### src/rtl/lift_request_latch.sv
// rtl/lift_request_latch.sv - synchronized, edge-latched lift hall/car requests
// Optional debounce filter enabled by defining LIFT_REQ_DEBOUNCE_EN.
module lift_request_latch #(
    parameter int FLOORS          = 7,
    parameter int DEBOUNCE_CYCLES = 4
) (
    input  logic              clk,
    input  logic              reset_n,
    input  logic              start,
    input  logic [FLOORS-1:0] up_press,
    input  logic [FLOORS-1:0] down_press,
    input  logic [FLOORS-1:0] inside_press,
    input  logic [FLOORS-1:0] reset_up,
    input  logic [FLOORS-1:0] reset_down,
    input  logic [FLOORS-1:0] reset_inside_button,
    output logic [FLOORS-1:0] up_button,
    output logic [FLOORS-1:0] down_button,
    output logic [FLOORS-1:0] inside_button,
    output logic              any_request,
    output logic [4:0]        pending_count
);
    localparam int N = 3 * FLOORS;
`ifdef LIFT_REQ_DEBOUNCE_EN
    localparam bit DEBOUNCE_EN = 1'b1;
`else
    localparam bit DEBOUNCE_EN = 1'b0;
`endif
    // A button held across reset is fully accepted by this edge; rises up to it are not real presses.
    localparam int WARM_EDGES = 3 + (DEBOUNCE_EN ? DEBOUNCE_CYCLES : 0);
    // Flat vectors hold up, then down, then inside; top-floor up and ground-floor down do not exist.
    localparam logic [N-1:0] VALID_MASK = ~((N'(1) << (FLOORS - 1)) | (N'(1) << FLOORS));

    logic [N-1:0] press_all;
    logic [N-1:0] clr_all;
    logic [N-1:0] accepted;
    logic [N-1:0] rise;
    logic [N-1:0] sync1_q, sync1_d;
    logic [N-1:0] sync2_q, sync2_d;
    logic [N-1:0] prev_q, prev_d;
    logic [N-1:0] req_q, req_d;
    logic [4:0]   warm_q, warm_d;
    logic         warm_open;

    assign press_all = {inside_press, down_press, up_press} & VALID_MASK;
    assign clr_all   = {reset_inside_button, reset_down, reset_up};

`ifdef LIFT_REQ_DEBOUNCE_EN
    logic [N-1:0]      acc_q, acc_d;
    logic [N-1:0][3:0] cnt_q, cnt_d;

    always_comb begin
        acc_d = acc_q;
        cnt_d = cnt_q;
        for (int i = 0; i < N; i++) begin
            if (sync2_q[i] == acc_q[i]) begin
                cnt_d[i] = '0;
            end else if (cnt_q[i] + 4'd1 == 4'(DEBOUNCE_CYCLES)) begin
                acc_d[i] = sync2_q[i];
                cnt_d[i] = '0;
            end else begin
                cnt_d[i] = cnt_q[i] + 4'd1;
            end
        end
    end

    always_ff @(posedge clk or negedge reset_n) begin
        if (!reset_n) begin
            acc_q <= '0;
            cnt_q <= '0;
        end else begin
            acc_q <= acc_d;
            cnt_q <= cnt_d;
        end
    end

    assign accepted = acc_q;
`else
    assign accepted = sync2_q;
`endif

    always_comb begin
        sync1_d   = press_all;
        sync2_d   = sync1_q;
        prev_d    = accepted;
        warm_open = (warm_q == 5'(WARM_EDGES));
        warm_d    = warm_open ? warm_q : warm_q + 5'd1;
        rise      = accepted & ~prev_q & {N{warm_open}};
        // Clear beats a same-edge rise; the rise is a one-cycle event, so it is lost for good.
        if (start) begin
            req_d = '0;
        end else begin
            req_d = (req_q | rise) & ~clr_all & VALID_MASK;
        end
    end

    always_ff @(posedge clk or negedge reset_n) begin
        if (!reset_n) begin
            sync1_q <= '0;
            sync2_q <= '0;
            prev_q  <= '0;
            req_q   <= '0;
            warm_q  <= '0;
        end else begin
            sync1_q <= sync1_d;
            sync2_q <= sync2_d;
            prev_q  <= prev_d;
            req_q   <= req_d;
            warm_q  <= warm_d;
        end
    end

    assign up_button     = req_q[FLOORS-1:0];
    assign down_button   = req_q[2*FLOORS-1:FLOORS];
    assign inside_button = req_q[3*FLOORS-1:2*FLOORS];
    assign any_request   = |req_q;

    always_comb begin
        pending_count = '0;
        for (int i = 0; i < N; i++) begin
            pending_count = pending_count + 5'(req_q[i]);
        end
    end
endmodule

### config.mk
export PLATFORM = sky130hd
export DESIGN_NAME = lift_request_latch
export DESIGN_NICKNAME = d
export VERILOG_FILES = /design/src/rtl/lift_request_latch.sv
export SDC_FILE = /design/constraint.sdc
export NUM_CORES = 1
export LEC_CHECK = 0
export CORE_ASPECT_RATIO = 0.7
export CORE_MARGIN = 3
export CORE_UTILIZATION = 30
export CTS_BUF_LIST = sky130_fd_sc_hd__clkbuf_4
export DETAILED_ROUTE_END_ITERATION = 16
export GPL_TIMING_DRIVEN = 1
export HOLD_SLACK_MARGIN = 0.02
export RECOVER_POWER = 100
export SYNTH_ARGS = -nofsm -noshare
export SYNTH_HDL_FRONTEND = slang
export SYNTH_SLANG_ARGS = --single-unit
### constraint.sdc
create_clock -name clk -period 9.7 [get_ports clk]
set_clock_uncertainty 0.15 [all_clocks]
set_input_delay 2.425 -clock clk [delete_from_list [all_inputs] [get_ports clk]]
set_output_delay 2.425 -clock clk [all_outputs]
set_load 0.02 [all_outputs]
==> qor.csv <==
metric;value;unit
# H-tree levels;3;
top cells by area, synth;dfrtp_1 (66%), fa_1 (8.4%), nor3_2 (5.8%);
clock tree root driver cell;clkbuf_4;
Routed WL per cell;14.3;um
crit path time final;7.93;ns
r2r setup slk;7.19;ns
mapped cell area;3090;um2
Critical R2R Capture;req_q[17];
Hold Crit Class;reg2reg;
Die Wd;127;um
worst-skew pair later-pin latency;0.43;ns
port bufs;65;
#FFs+latches synth;81;
grt ovf;0;
1st-pass router iterations;4;
Final WS setup;1.77;ns
crit start category;register;
register area share after synthesis;65.6;%
Slew headroom;-181;%
Final Max Slew Viols;82;
power per cell area;169;nW/um2
Final setup viols;0;
vias per cell;4.23;
Initial Util;31.3;%
Final ANT Viol Nets;0;
vias in the first global route;1882;
Vias;1770;
outcome;complete, but fails checks;
TNS Setup;0;ns
Synth Area per Inst;14.5;um2
Req. time, crit path;7.13;ns
Total Routing Usage GR;11.4;%
Hold Buf Count CTS;0;
Storage cell area;2030;um2
CP Max Fanout;4;
period utilization;81.7;%
initial antenna violation count;0;
Final Wtd Congestion;0.758;
Post-Route WL;5.98;mm
Gate Count Post-Synth;213;
core area;9870;um2
pre-CTS WS;2.30;ns
Num Clock Sinks;81;
number of gates resized after cts;0;
WS Path Type;reg2out;
first-pass GRT wire length;9.92;mm
Multi-input gate area;763;um2
commonest non-fill, non-tap cell in the layout;dfrtp_1;
Worst Setup SP;req_q[11];
RSZ-0062 raised after global routing;false;
max_cap viols;1;
fin nets;353;
Static Leakage;1.90;nW
IR drop worst, VDD;0.0789;mV
RR Startpoint;warm_q[0];
Synth top area share;65.6;%
crit path DAT;5.35;ns
Inserted Diodes;0;
post-CTS setup repair buffer count;0;
Die ar.;11600;um2
share of cells above drive strength 1;6.55;%
Fin Hold WS;0.209;ns
Syn. warnings;0;
final-layout fill cell count;969;
Setup crit end kind;output port;
Initial DRC Count;84;
clock tree buffer depth;2;
final hold vios;0;
unique cell type count in the Yosys netlist;23;
Reg2Reg Depth;5;
Tightest Pin Transition;4.21;ns
Worst Setup EP;pending_count[4];
Synth area leader;dfrtp_1;
Clock transition at path regs;0.13;ns
die height;90.9;um
Fmax;0.126;GHz
number of CTS-inserted buffers;9;
Layout Area Growth over Synthesis;27.1;%
commonest non-fill, non-tap cells in the layout;dfrtp_1 (81), dlygate4sd3_1 (45), inv_1 (44);
DP HPWL;4.26;mm
CTS tree;yes;
FP Rows;30;
largest net degree at the start of global routing;82;
IO Pins;72;
failing checks;capacitance limit, slew limit;
DRC viols;0;
[synthesized netlist by cell type, drive strengths merged]
cell / number
dfrtp: 81
inv: 44
nor3: 20
a31oi: 19
fa: 13
ha: 9
buf: 6
xnor2: 5
a21o: 3
nand3: 2
nor4: 2
nor4b: 2
a21oi: 1
conb: 1
mux2: 1
nand4: 1
nor2: 1
or4: 1
xor2: 1
[power breakdown]
group          switching (W)  internal, W
Sequential        0.00000822     0.000352
Clock               0.000114     0.000104
Combinational      0.0000450    0.0000394
Total               0.000167     0.000495
[cell families (layout without fill, tap and decap cells)]
family                   after synthesis  count (layout)  share of synthesized area (%)
XOR/XNOR                               6               6                           1.70
multiplexers                           1               1                          0.364
buffers and inverters                 50             126                           6.89
other                                  1               2                          0.121
flip-flops                            81              81                           65.6
adder cells (fa/ha/maj)               22              22                           12.1
AND/OR/NAND/NOR                       29              29                           8.51
AO/OA/AOI/OAI                         23              23                           4.74
[area by class of cell]
type | instances | area share (%)
clock inverter | 6 | 2.33
clock buffer | 9 | 1.72
inverter | 44 | 4.21
tap | 128 | 4.08
sequential | 81 | 51.6
multi-input combinational | 83 | 19.4
timing repair buffer | 67 | 16.6
[critical path, stage by stage, from the launching register on]
cell and delay [ns]:
dfrtp_1 0.47, inv_1 0.08, fa_1 0.49, inv_1 0.05, fa_1 0.47, fa_1 0.52
inv_1 0.05, fa_1 0.46, fa_1 0.49, inv_1 0.05, fa_1 0.40, fa_1 0.41
a21o_1 0.17, a21o_1 0.16, dlygate4sd3_1 0.65
[through the flow]
stage | instances | power (W) | instance area [um2] | utilization [%]
after floorplan | 214 | 0.000412 | 3090 | -
after global placement | 403 | 0.000459 | 3870 | 39.2
after detailed placement | 403 | 0.000462 | 3870 | 39.2
after CTS | 418 | 0.000685 | 4030 | 40.8
after global routing | 418 | 0.000705 | 3930 | 39.8
final | 418 | 0.000662 | 3930 | 39.8
[layer usage]
layer | vias up | GRT usage (%) | share of wire, %
li1 | 836 | - | -
met2 | 56 | 15.8 | 43
met5 | - | 0 | 0
met3 | 4 | 6.86 | 8.8
met1 | 874 | 15.2 | 48
met4 | 0 | 2.14 | 0.57
[flip-flops by register name, summed over array words and instances (netlist names)]
| name | count |
|---|---|
| accepted | 19 |
| prev_q | 19 |
| req_q | 19 |
| sync1_q | 19 |
| warm_q | 5 |
[how the worst min path moves through the flow]
stage | from | to | slack [ns] | cells after the start
6_report | sync1_q[14] | accepted[14] | 0.21 | 0
4_1_cts | sync1_q[19] | accepted[19] | 0.21 | 0
3_3_place_gp | sync1_q[9] | accepted[9] | 0.18 | 0
2_1_floorplan | sync1_q[0] | accepted[0] | 0.18 | 0
3_5_place_dp | sync1_q[1] | accepted[1] | 0.19 | 0
5_1_grt | sync1_q[14] | accepted[14] | 0.21 | 0
Note: power is estimated with default switching activity, not from simulation.
